--- config.mk ---
export PLATFORM = sky130hd
export DESIGN_NAME = sat_counter
export DESIGN_NICKNAME = d
export VERILOG_FILES = /design/src/rtl/sat_counter.sv
export SDC_FILE = /design/constraint.sdc
export NUM_CORES = 1
export LEC_CHECK = 0
export BUFFER_PORTS_ARGS = -buffer_cell sky130_fd_sc_hd__buf_4
export CORE_AREA = 2 2 39 41
export CTS_BUF_LIST = sky130_fd_sc_hd__clkbuf_4 sky130_fd_sc_hd__clkbuf_8
export CTS_CLUSTER_SIZE = 14
export DETAILED_ROUTE_END_ITERATION = 8
export DIE_AREA = 0 0 41 43
export GPL_TIMING_DRIVEN = 0
export PLACE_DENSITY = 0.57
export SETUP_SLACK_MARGIN = 0.02
export SKIP_CTS_REPAIR_TIMING = 1
export SLEW_MARGIN = 20
export SYNTH_ARGS = -nofsm -noshare
export SYNTH_HDL_FRONTEND = slang
export SYNTH_SLANG_ARGS = --single-unit
export TNS_END_PERCENT = 5
--- constraint.sdc ---
create_clock -name clk -period 1.49 [get_ports clk]
set_input_delay 0.149 -clock clk [delete_from_list [all_inputs] [get_ports clk]]
set_output_delay 0.149 -clock clk [all_outputs]
set_load 0.03 [all_outputs]
--- src/rtl/sat_counter.sv ---
// Up-counter that sticks at its all-ones value instead of wrapping.
module sat_counter #(
    parameter int W = 8
) (
    input  logic         clk,
    input  logic         rst,
    input  logic         inc,
    output logic [W-1:0] q
);

    always_ff @(posedge clk) begin
        if (rst) begin
            q <= '0;
        end else if (inc && (q != '1)) begin
            q <= q + W'(1);
        end
    end

endmodule

* Yosys cells after proc, flatten, opt, wreduce, memory -nomap -nowiden
Cells that the tools add are included.
Storage, ports and cells: register bits after elaboration 8, output and inout bits 8, logic and storage cells 4
Operators by class: $add $sub $neg 1, equal/unequal tests 1, reductions and logical operators 1
Operators with widths (number):
- adder 8 x 1 -> 8 bit, second input constant | 1
- != test 8 bit, second input constant | 1
- logical AND 1 bit | 1

* Depth between registers and ports, before layout
Gate-level depths: netlist of the first run.
depth after elaboration 2, gate-level depth with buffers 4, depth with buffers taken out 4

* Worst setup path before layout of the first run
No wires, ideal clock.
kind flip-flop to flip-flop, from register q[0], to register q[0], arrival 1.380 ns, data required time 1.369 ns, path slack -0.011 ns, stages on the path, launching flop included 5, period minus slack after synthesis 1.501 ns, cell sequence dfxtp_1 -> ha_1 -> and3_4 -> a21boi_4 -> mux2_4
Between the ends: longest elaborated chain between the ends 2
RTL lines:
- from (decl) | RTL line 8 | output logic [W-1:0] q
- from (signal assigned) | RTL line 15 | q <= q + W'(1);
- parallel branches: the longest is 2 deep, another holds adder 8 x 1 -> 8 bit
Several ways; the timed one is not identified. A chain may end at the register's enable or synchronous reset.

* Worst setup path in the final report of the first run
Ends and elaborated chain as after synthesis.

==> flow_summary.json, run 1 <==
{
  "routed_wl_um": 991,
  "insertion_delay_ns": 0.26,
  "finalHoldViolations": 0,
  "maxCapViolCount": 0,
  "seqCellArea_um2": 163,
  "top_regs": "q x8",
  "post_drt_wl_per_cell_um": 13.2,
  "slew_headroom_pct": 83.2,
  "power.total_uw": 452,
  "syn_nets": 50,
  "area_growth_pct": 28.5,
  "largest_reg_flops": 8,
  "cp-start-kind": "flip-flop",
  "multi_input_area_um2": 258,
  "grt_pass1_vias": 363,
  "root_buffer": "clkbuf_4",
  "crit_fanout": 6,
  "dp_slack_ns": 0.138,
  "die_w_um": 41,
  "io-pin-count": 11,
  "worstPathArrival_ns": 1.49,
  "grt_setup_unrepaired": "no",
  "drc": 0,
  "hp-class": "input pin to flip-flop",
  "ir_worst_vdd_v": 0.000353,
  "grt_max_degree": 9,
  "htree_num_levels": 1,
  "synth_area_um2": 430,
  "antenna_found_initial": 0,
  "worst_pin_slew_ns": 0.252,
  "fp-row-count": 14,
  "cts.sinks": 8,
  "numCtsBuffers": 3,
  "finalCritPeriodShare_pct": 90.9,
  "cts_tree": "built",
  "final-max-slew-violation-count": 0,
  "dpl.cell_count": 72,
  "status": "finished, final reports clean",
  "numPortBuffers": 10,
  "die-area_mm2": 0.00176,
  "fin_cells": 75,
  "p_per_area_mw_per_mm2": 817,
  "syn_inst": 46,
  "setup_viol": 0,
  "crit_type": "flip-flop to flip-flop",
  "crit_path_end_kind": "flip-flop",
  "yosysSeqAreaShare_pct": 37.2,
  "postRouteAntennaNets": 0,
  "setup_tns_ns": 0,
  "drt_iter0_markers": 2,
  "path_clk_slew_ns": 0.06,
  "core_area_mm2": 0.00138,
  "max_freq_mhz": 739,
  "grt_pass1_wl_um": 1600,
  "die_h_um": 43,
  "final.min_clock_period_ns": 1.35,
  "fin_nets": 65,
  "overflow": 0,
  "start_util_pct": 31.1,
  "syn_area_per_cell_um2": 9.36,
  "vias": 412,
  "ys_types": 25,
  "diodes": 0,
  "p_leak_uw": 0.000222,
  "grt_usage_pct": 13.9,
  "fin_util_pct": 40.0,
  "clk_path_buf_depth": 2,
  "firstDrtPassIters": 4,
  "top_register": "q",
  "gp_congestion": 0.740,
  "avgViaCountPerCell": 5.49,
  "synth-seq-cells": 8,
  "finClkSkew_ns": 0.00827,
  "fin_ws_ns": 0.136,
  "fill_cells": 151,
  "required_ns": 1.63,
  "synth-warning-count": 0,
  "drive_gt1_share_pct": 37.3
}
==> layer usage <==
metal	routed length (µm)	vias to the layer above	GRT usage [%]
met4	26	0	12.0
met3	56	4	3.14
met2	431	10	17.5
met5	0	-	0
met1	476	195	18.6
li1	-	203	-
==> worst paths after layout <==
check / slack [ns] / to / depth (start not counted) / startpoint
max: 0.14 / q[0] / 4 / q[0]
min: 0.12 / q[5] / 2 / rst
max reg2reg: 0.14 / q[0] / 4 / q[0]
min reg2reg: 0.49 / q[1] / 2 / q[1]
==> placed cells by master, fill, tap and decap left out <==
cell type,n
ha_2,1
o21ai_1,1
or3_2,1
a211oi_1,2
dfxtp_1,6
o21bai_1,2
nand2_1,5
a31oi_1,1
and2b_2,1
nand4_1,2
mux2_4,1
clkbuf_4,3
a21oi_1,5
nor2_1,1
buf_6,1
nor3_1,2
and3_4,1
inv_1,1
a311oi_1,1
mux2i_1,1
nand3_1,2
nand2b_1,1
o311a_1,1
a21boi_0,1
dfxtp_2,2
and4_1,2
buf_4,10
a21boi_4,1
==> Yosys cell counts, drive strengths merged <==
master | n | share of area [%]
a211oi | 2 | 3.5
a21boi | 2 | 6.1
a21oi | 5 | 5.8
a311oi | 1 | 2.0
a31oi | 1 | 1.5
and2b | 1 | 2.0
and3 | 1 | 2.6
and4 | 2 | 4.1
buf | 1 | 2.6
dfxtp | 8 | 37
ha | 1 | 2.9
inv | 1 | 0.87
mux2 | 1 | 3.5
mux2i | 1 | 2.3
nand2 | 5 | 4.4
nand2b | 1 | 1.5
nand3 | 2 | 2.3
nand4 | 2 | 2.9
nor2 | 1 | 0.87
nor3 | 2 | 2.3
o21ai | 1 | 1.2
o21bai | 2 | 3.5
o311a | 1 | 2.3
or3 | 1 | 1.7
==> layout make-up <==
class | count | area share [%]
Clock buffer | 3 | 4.07
Tap cell | 16 | 3.62
Sequential cell | 8 | 29.4
Inverter | 1 | 0.679
Buffer | 1 | 2.04
Multi-Input combinational cell | 36 | 46.6
Timing Repair Buffer | 10 | 13.6
==> cell families after synthesis <==
family | count (synthesis) | share of synthesized area [%]
muxes | 2 | 5.81
and+or+nand+nor | 18 | 24.7
AOI/OAI and AO/OA | 15 | 25.9
buffers and inverters | 2 | 3.49
adders and majority gates | 1 | 2.91
DFF | 8 | 37.2
==> power by group <==
group	switching, µW	total [µW]	internal, µW
clock	81.3	174	92.7
sequential	7.32	228	221
combinational	26.8	50.0	23.2
==> critical path, stage by stage, from the launching register on <==
cell and delay, ns:
dfxtp_2 0.34, ha_2 0.21, and3_4 0.20, a21boi_4 0.18, mux2_4 0.31
==> per-stage QoR <==
step / instance area [µm²] / hold slack (ns)
floorplan: 435 / 0.221
global placement: 531 / 0.389
detailed placement: 531 / 0.386
CTS: 553 / 0.111
global route: 553 / 0.123
finish: 553 / 0.116
Note: power is estimated with default switching activity, not from simulation.
==> run 2, diff against run 1 <==
--- a/config.mk
+++ b/config.mk
@@ -13,6 +13,7 @@
 export DIE_AREA = 0 0 41 43
 export GPL_TIMING_DRIVEN = 0
 export PLACE_DENSITY = 0.57
+export REMOVE_ABC_BUFFERS = 1
 export SETUP_SLACK_MARGIN = 0.02
 export SKIP_CTS_REPAIR_TIMING = 1
 export SLEW_MARGIN = 20
==> run 2 against run 1 <==
  * Maximum frequency down 2.0%
  * Count of clock-buffer cells in the layout is the same
  * Routed wire length shrank 7.2%
  * Largest cell class unchanged
  * Largest power group unchanged
  * Highest routed layer unchanged
==> flow_summary.json, run 2 (synthesis results as in run 1) <==
{
  "die-area_mm2": 0.00176,
  "finalCritPeriodShare_pct": 92.7,
  "ir_worst_vdd_v": 0.000354,
  "met1_usage_pct": 18.0,
  "final_cell_mix": "buf_4, dfxtp_1, a21oi_1, nand2_1, clkbuf_4",
  "max_freq_mhz": 724,
  "r2r_slack_ns": 0.11,
  "status": "finished, final reports clean",
  "clk_path_buf_depth": 2,
  "root_buffer": "clkbuf_4",
  "required_ns": 1.63,
  "setup_viol": 0,
  "fin_nets": 64,
  "slew_headroom_pct": 82.0,
  "timing.critical_path.cells": "ha_2 > and3_4 > a21boi_4 > mux2_4",
  "crit_type": "flip-flop to flip-flop",
  "grt_pass1_wl_um": 1600,
  "crit_path_end_kind": "flip-flop",
  "die_h_um": 43,
  "p_leak_uw": 0.000215,
  "fin_cells": 74,
  "power_frac_clock_pct": 37.5,
  "gp_congestion": 0.758,
  "met2_usage_pct": 17.5,
  "top_usage_layer": "met1",
  "final.min_clock_period_ns": 1.38,
  "post-dp-hpwl_um": 680,
  "die_w_um": 41,
  "grtUsageMet3_pct": 8.38,
  "crit_fanout": 6,
  "grt_pass1_vias": 334,
  "grt_max_degree": 9,
  "dpl.cell_count": 71,
  "avgViaCountPerCell": 5.42,
  "combPwrFrac_pct": 11.1,
  "switching_power_uw": 108,
  "top_regs": "q x8",
  "final-max-slew-violation-count": 0,
  "overflow": 0,
  "cp-start-kind": "flip-flop",
  "diodes": 0,
  "seq_power_share_pct": 51.4,
  "postRouteAntennaNets": 0,
  "hp-class": "input pin to flip-flop",
  "path_delay_family": "flip-flops",
  "finalHoldViolations": 0,
  "htree_num_levels": 1,
  "grt_setup_unrepaired": "no",
  "finClkSkew_ns": 0.000178,
  "drc": 0,
  "final_common_cell": "buf_4",
  "start_util_pct": 31.1,
  "cts_tree": "built",
  "grt_usage_pct": 14.1,
  "fp-row-count": 14,
  "largest_reg_flops": 8,
  "hold_ws_ns": 0.128,
  "top_register": "q",
  "cts.sinks": 8,
  "area_growth_pct": 25.3,
  "drive_gt1_share_pct": 32.8,
  "vias": 401,
  "antenna_found_initial": 0,
  "routed_wl_um": 920,
  "p_per_area_mw_per_mm2": 820,
  "core_area_mm2": 0.00138,
  "worst_pin_slew_ns": 0.270,
  "crit_slowest_cell": "dfxtp_1",
  "timing.critical_path.buf_inv": 0,
  "slowest_delay_ns": 0.35,
  "path_clk_slew_ns": 0.05,
  "numCtsBuffers": 3,
  "firstDrtPassIters": 3,
  "fin_util_pct": 39.0,
  "worstPathArrival_ns": 1.52,
  "numPortBuffers": 10,
  "drt_iter0_markers": 4,
  "io-pin-count": 11,
  "insertion_delay_ns": 0.25,
  "switching_share_pct": 24.3,
  "maxCapViolCount": 0,
  "post_drt_wl_per_cell_um": 12.4,
  "internal-power_uw": 334
}
run 2: cell count changes in the layout (fill, tap and decap cells not counted), sizes merged:
| cell | before | now |
|---|---|---|
| buf | 11 | 10 |
run 2: metal layers:
metal,vias up,part of all wire (%)
met5,-,0
met4,0,2.1
met3,2,8.5
met2,10,43
met1,184,46
li1,205,-
run 2: final timing paths:
check	start	endpoint	depth (start not counted)
worst max-delay path	q[0]	q[0]	4
worst min-delay path	rst	q[7]	2
worst max register to register	q[0]	q[0]	4
worst min register to register	q[1]	q[1]	2
run 2: power by group through the flow:
stage | Combinational, µW | Clock [µW] | Sequential, µW
final | 49.0 | 166 | 227
after global routing | 54.8 | 188 | 228
after CTS | 49.2 | 179 | 227
after detailed placement | 49.1 | 0 | 232
after global placement | 48.7 | 0 | 232
after floorplan | 18.8 | 0 | 241
run 2: final cells by class:
type	count	area, µm²
flip-flops and latches	8	160
fillers	150	845
well taps	16	20.0
inverters	1	3.75
clock buffers	3	22.5
multi-input cells	36	258
repair buffers	10	75.1
run 2: metrics by stage:
step           cell area (µm²)  setup TNS [ns]  power, µW  setup slack, ns
6_report                   539               0        442            0.109
5_1_grt                    539               0        471           0.0479
4_1_cts                    537               0        455           0.0509
3_5_place_dp               514               0        281           0.0628
3_3_place_gp               514               0        280           0.0593
2_1_floorplan              419         -0.0175        260          -0.0175
run 2: worst reg2reg max path: cells and delay by family (launching register included):
| family | cells | cell delay, ns |
|---|---|---|
| mux | 1 | 0.31 |
| compound gates | 1 | 0.18 |
| flops | 1 | 0.35 |
| simple gates | 1 | 0.20 |
| fa+ha+maj | 1 | 0.23 |
